<file path="src/rtl/iir_mac_sequencer.sv">
// ============================================================================
// Module   : iir_mac_sequencer
// Brief    : Time-multiplexed direct-form-I biquad controller; one shared
//            signed multiplier/accumulator, five tap cycles per sample.
//            Optional macro IIR_SAT_EN saturates the result instead of wrapping.
// Revision : 1.0 - initial release
// ============================================================================
`default_nettype none

module iir_mac_sequencer #(
    parameter int DATA_WIDTH = 16,
    parameter int ACC_WIDTH  = 40,
    parameter int B0_INIT    = 6,
    parameter int B1_INIT    = 1,
    parameter int B2_INIT    = 2,
    parameter int A1_INIT    = 4,
    parameter int A2_INIT    = 3
) (
    input  logic                  clk,
    input  logic                  rst_n,
    input  logic                  s_valid,
    output logic                  s_ready,
    input  logic [DATA_WIDTH-1:0] s_data,
    output logic                  m_valid,
    input  logic                  m_ready,
    output logic [DATA_WIDTH-1:0] m_data,
    input  logic                  cfg_we,
    input  logic [2:0]            cfg_addr,
    input  logic [DATA_WIDTH-1:0] cfg_wdata,
    output logic                  busy
);

    typedef enum logic [1:0] {
        IDLE = 2'd0,
        MAC  = 2'd1,
        OUT  = 2'd2
    } state_t;

    localparam int PROD_WIDTH = 2 * DATA_WIDTH;

    state_t                        state_q, state_d;
    logic [2:0]                    tap_q, tap_d;
    logic signed [ACC_WIDTH-1:0]   acc_q, acc_d;
    logic signed [DATA_WIDTH-1:0]  x_q, x_d, xn1_q, xn1_d, xn2_q, xn2_d;
    logic signed [DATA_WIDTH-1:0]  yn1_q, yn1_d, yn2_q, yn2_d;
    logic signed [DATA_WIDTH-1:0]  b0_q, b0_d, b1_q, b1_d, b2_q, b2_d;
    logic signed [DATA_WIDTH-1:0]  a1_q, a1_d, a2_q, a2_d;
    logic                          m_valid_q, m_valid_d;
    logic signed [DATA_WIDTH-1:0]  m_data_q, m_data_d;

    logic signed [DATA_WIDTH-1:0]  w_coef, w_opnd;
    logic signed [PROD_WIDTH-1:0]  w_prod;
    logic signed [ACC_WIDTH-1:0]   w_prod_ext;
    logic signed [ACC_WIDTH-1:0]   w_acc_next;

`ifdef IIR_SAT_EN
    localparam logic signed [ACC_WIDTH-1:0] SAT_MAX =
        {{(ACC_WIDTH-DATA_WIDTH+1){1'b0}}, {(DATA_WIDTH-1){1'b1}}};
    localparam logic signed [ACC_WIDTH-1:0] SAT_MIN =
        {{(ACC_WIDTH-DATA_WIDTH+1){1'b1}}, {(DATA_WIDTH-1){1'b0}}};
`endif

    function automatic logic signed [DATA_WIDTH-1:0] to_result(
        input logic signed [ACC_WIDTH-1:0] acc
    );
`ifdef IIR_SAT_EN
        if (acc > SAT_MAX)
            to_result = SAT_MAX[DATA_WIDTH-1:0];
        else if (acc < SAT_MIN)
            to_result = SAT_MIN[DATA_WIDTH-1:0];
        else
            to_result = acc[DATA_WIDTH-1:0];
`else
        to_result = acc[DATA_WIDTH-1:0];
`endif
    endfunction

    // Tap order: b0*x, b1*xn1, b2*xn2, a1*yn1, a2*yn2.
    always_comb begin
        w_coef = b0_q;
        w_opnd = x_q;
        case (tap_q)
            3'd0:    begin w_coef = b0_q; w_opnd = x_q;   end
            3'd1:    begin w_coef = b1_q; w_opnd = xn1_q; end
            3'd2:    begin w_coef = b2_q; w_opnd = xn2_q; end
            3'd3:    begin w_coef = a1_q; w_opnd = yn1_q; end
            3'd4:    begin w_coef = a2_q; w_opnd = yn2_q; end
            default: begin w_coef = b0_q; w_opnd = x_q;   end
        endcase
        w_prod     = w_coef * w_opnd;
        w_prod_ext = {{(ACC_WIDTH-PROD_WIDTH){w_prod[PROD_WIDTH-1]}}, w_prod};
        w_acc_next = (tap_q <= 3'd2) ? (acc_q + w_prod_ext) : (acc_q - w_prod_ext);
    end

    always_comb begin
        state_d   = state_q;
        tap_d     = tap_q;
        acc_d     = acc_q;
        x_d       = x_q;
        xn1_d     = xn1_q;
        xn2_d     = xn2_q;
        yn1_d     = yn1_q;
        yn2_d     = yn2_q;
        b0_d      = b0_q;
        b1_d      = b1_q;
        b2_d      = b2_q;
        a1_d      = a1_q;
        a2_d      = a2_q;
        m_valid_d = m_valid_q;
        m_data_d  = m_data_q;

        case (state_q)
            IDLE: begin
                // Coefficients only change between samples, so the write lands
                // before the first tap of a sample accepted in the same cycle.
                if (cfg_we) begin
                    case (cfg_addr)
                        3'd0: b0_d = cfg_wdata;
                        3'd1: b1_d = cfg_wdata;
                        3'd2: b2_d = cfg_wdata;
                        3'd3: a1_d = cfg_wdata;
                        3'd4: a2_d = cfg_wdata;
                        3'd7: begin
                            xn1_d = '0;
                            xn2_d = '0;
                            yn1_d = '0;
                            yn2_d = '0;
                        end
                        default: ;
                    endcase
                end
                if (s_valid) begin
                    x_d     = s_data;
                    acc_d   = '0;
                    tap_d   = 3'd0;
                    state_d = MAC;
                end
            end
            MAC: begin
                acc_d = w_acc_next;
                if (tap_q == 3'd4) begin
                    tap_d     = 3'd0;
                    m_valid_d = 1'b1;
                    m_data_d  = to_result(w_acc_next);
                    state_d   = OUT;
                end else begin
                    tap_d = tap_q + 3'd1;
                end
            end
            OUT: begin
                if (m_ready) begin
                    xn2_d     = xn1_q;
                    xn1_d     = x_q;
                    yn2_d     = yn1_q;
                    yn1_d     = m_data_q;
                    m_valid_d = 1'b0;
                    state_d   = IDLE;
                end
            end
            default: state_d = IDLE;
        endcase
    end

    always_ff @(posedge clk or negedge rst_n) begin
        if (!rst_n) begin
            state_q   <= IDLE;
            tap_q     <= 3'd0;
            acc_q     <= '0;
            x_q       <= '0;
            xn1_q     <= '0;
            xn2_q     <= '0;
            yn1_q     <= '0;
            yn2_q     <= '0;
            b0_q      <= DATA_WIDTH'(B0_INIT);
            b1_q      <= DATA_WIDTH'(B1_INIT);
            b2_q      <= DATA_WIDTH'(B2_INIT);
            a1_q      <= DATA_WIDTH'(A1_INIT);
            a2_q      <= DATA_WIDTH'(A2_INIT);
            m_valid_q <= 1'b0;
            m_data_q  <= '0;
        end else begin
            state_q   <= state_d;
            tap_q     <= tap_d;
            acc_q     <= acc_d;
            x_q       <= x_d;
            xn1_q     <= xn1_d;
            xn2_q     <= xn2_d;
            yn1_q     <= yn1_d;
            yn2_q     <= yn2_d;
            b0_q      <= b0_d;
            b1_q      <= b1_d;
            b2_q      <= b2_d;
            a1_q      <= a1_d;
            a2_q      <= a2_d;
            m_valid_q <= m_valid_d;
            m_data_q  <= m_data_d;
        end
    end

    assign s_ready = (state_q == IDLE);
    assign busy    = (state_q != IDLE);
    assign m_valid = m_valid_q;
    assign m_data  = m_data_q;

endmodule

`default_nettype wire

</file>
<file path="config.mk">
export PLATFORM = sky130hd
export DESIGN_NAME = iir_mac_sequencer
export DESIGN_NICKNAME = d
export VERILOG_FILES = /design/src/rtl/iir_mac_sequencer.sv
export SDC_FILE = /design/constraint.sdc
export NUM_CORES = 1
export LEC_CHECK = 0
export BUFFER_PORTS_ARGS = -buffer_cell sky130_fd_sc_hd__buf_2
export CORE_ASPECT_RATIO = 1.25
export CORE_MARGIN = 1
export CORE_UTILIZATION = 45
export CTS_CLUSTER_DIAMETER = 50
export DETAILED_ROUTE_END_ITERATION = 8
export GPL_TIMING_DRIVEN = 0
export HOLD_SLACK_MARGIN = 0.1
export PLACE_DENSITY_LB_ADDON = 0.1
export SETUP_SLACK_MARGIN = 0.4
export SLEW_MARGIN = 20
export SYNTH_ARGS = -nofsm -noshare
export SYNTH_HDL_FRONTEND = slang
export SYNTH_SLANG_ARGS = --single-unit
</file>
<file path="constraint.sdc">
create_clock -name clk -period 17.5 [get_ports clk]
set_clock_uncertainty 0.05 [all_clocks]
set_input_delay 2.625 -clock clk [delete_from_list [all_inputs] [get_ports clk]]
set_output_delay 2.625 -clock clk [all_outputs]
set_load 0.01 [all_outputs]
</file>
==> results_dict.tcl <==
set metrics [dict create \
    outcome "finished, final reports clean" \
    slowest_stage "mux2i_1" \
    cts_hold_buf 0 \
    ys_top_cells_by_count "191 x dfrtp_1, 182 x nand2_1, 153 x inv_1, 106 x nor2_1, 102 x mux2_2" \
    num_vias 10300 \
    rsz0062_at_grt "false" \
    ant_nets 0 \
    die_h_um 197 \
    ys.flop_type "dfrtp_1" \
    finalMaxSlewViolations 0 \
    cts-root-buf "clkbuf_16" \
    syn_avg_cell_area_um2 9.75 \
    regToRegSetupSlack_ns 6.40 \
    antenna_found_initial 0 \
    viasPerCell 5.40 \
    gp_congestion 0.877 \
    crit_top_cell "inv_1" \
    cts_setup_buffers 0 \
    hold_depth 2 \
    synth_cell_types 55 \
    final_area_um2 15200 \
    max_freq_mhz 90.1 \
    coreArea_um2 30000 \
    hpwl_um 28900 \
    cts_tree "done" \
    diodes 0 \
    cts_max_level 4 \
    first_iter_violations 688 \
    numCtsBuffers 17 \
    fin_nets 1690 \
    setup_tns_ns 0 \
    totalWireLength_um 37700 \
    yosys_warnings 0 \
    clk_latency_ns 0.45 \
    grt-ovfl-total 0 \
    cp-start-kind "register" \
    arrival_ns 11.34 \
    synth-seq-cells 198 \
    rr_worst_depth 37 \
    die_w_um 158 \
    syn-cell-area_um2 13700 \
    placed_area_um2 14600 \
    cts_resized 0 \
    yosys.area.top_type "dfrtp_1" \
    grt_start_max_net_pins 96 \
    grt_usage 0.256 \
    critical_path_class "register to register" \
    grt_pass1_vias 10300 \
    dr.pass1.iters 7 \
    post-route-util 0.506 \
    area_delta_synth_final_pct 10.5 \
    hold_class "register to register" \
    yosysSeqAreaShare 0.361 \
    grt_first_pass_wirelength_um 59400 \
    start_util 0.458 \
    synthCells 1409 \
    post-synth-top-count-cell "dfrtp_1" \
    drc 0 \
    timing.final.crit_share 0.634 \
    wl_per_cell_um 19.8 \
    crit_path_end_kind "register" \
    synth_area_leaders "dfrtp_1 35%, fa_1 12%, mux2_2 8.4%, ha_1 7.5%, nand2_1 5.0%" \
    drv_cap 0 \
    synth_edf_count 0 \
    clockBufferDepth 2 \
    slew_headroom 0.294 \
    die_area_um2 31200 \
    cp_data_required_time_ns 17.74 \
    io_pins 59 \
    synth-async-reset-ratio 1.00 \
    path_clk_slew_ns 0.08 \
    instances_no_fill 1902 \
    setup_viol 0 \
    worstMarginPinSlew_ns 1.03 \
    syn_nets 1611 \
    critPathMaxStageDelay_ns 0.79 \
    synth_top_area_share 0.348 \
    cp_max_fo 10 \
    hold_violations 0 \
    drive_gt1_frac 0.174 \
    port-buffer-count 58 \
    post-place-cells 1870 \
    fp-row-count 71 \
    clock-sinks 198 \
    period_needed_ns 11.10 \
]
[worst max-delay path, delay by kind of cell (launching register included)]
| kind | cells | cell delay [ns] |
|---|---|---|
| compound gates | 6 | 1.38 |
| mux | 1 | 0.79 |
| flops | 1 | 0.43 |
| fa+ha+maj | 9 | 3.38 |
| simple gates | 4 | 1.42 |
| xor+xnor | 3 | 0.68 |
| buf+inv | 14 | 2.83 |
[layout make-up]
class	count	area, um^2
plain buffers	72	354
clock buffers	18	429
clock inverters	14	159
fillers	2875	14800
inverters	153	574
multi-input cells	986	7850
flip-flops and latches	198	4960
well taps	401	502
repair buffers	60	355
[cells in the final DEF, fill, tap and decap left out, types with 5 or more instances in the layout]
master / count
xor2_1: 15
dfrtp_1: 191
inv_1: 153
fa_1: 80
or2_2: 28
buf_2: 73
nand3_1: 92
clkbuf_16: 17
ha_1: 82
a21oi_1: 14
dfstp_2: 7
nand2_1: 182
inv_6: 5
nand2b_1: 13
nor2b_1: 5
xnor2_1: 46
a22oi_1: 32
a32oi_1: 30
o21ai_0: 81
mux2i_1: 24
mux2_2: 102
clkbuf_1: 48
nor2_1: 106
[stage by stage]
step,hold slack (ns),worst slack (ns)
global route,0.437,5.94
CTS,0.422,6.42
floorplan,0.388,8.98
detailed placement,0.405,6.50
global placement,0.399,6.47
finish,0.422,6.40
[layer usage]
metal  global-route usage  wire, um  vias up
met4               0.0805       938        0
li1                     -         -     4853
met3               0.0333      1470       53
met2                0.416     18400      211
met5                    0         0        -
met1                0.354     16900     5163
[worst paths after layout]
| check | from | to |
|---|---|---|
| worst min register to register | xn2_q[11]$_DFFE_PN0P_ | xn2_q[11]$_DFFE_PN0P_ |
| max in group asynchronous | rst_n | m_data[3]$_DFFE_PN0P_ |
| min in group asynchronous | rst_n | b2_q[0]$_DFFE_PN0P_ |
| worst min-delay path | xn2_q[11]$_DFFE_PN0P_ | xn2_q[11]$_DFFE_PN0P_ |
| worst max register to register | tap_q[2]$_DFFE_PN0P_ | m_data[14]$_DFFE_PN0P_ |
| worst max-delay path | tap_q[2]$_DFFE_PN0P_ | m_data[14]$_DFFE_PN0P_ |
[kinds of logic (layout without fill, tap and decap cells)]
logic type | count (synthesis) | in the layout | share of synthesized area
multiplexers | 130 | 130 | 0.105
buffers and inverters | 225 | 317 | 0.0676
adder cells (fa/ha/maj) | 162 | 162 | 0.191
XOR/XNOR | 65 | 65 | 0.0454
AND/OR/NAND/NOR | 443 | 443 | 0.142
flip-flops | 198 | 198 | 0.361
AO/OA/AOI/OAI | 186 | 186 | 0.0881
Power is not shown: default switching activity piles up to over one toggle a cycle in this logic, so the estimate is an artifact.
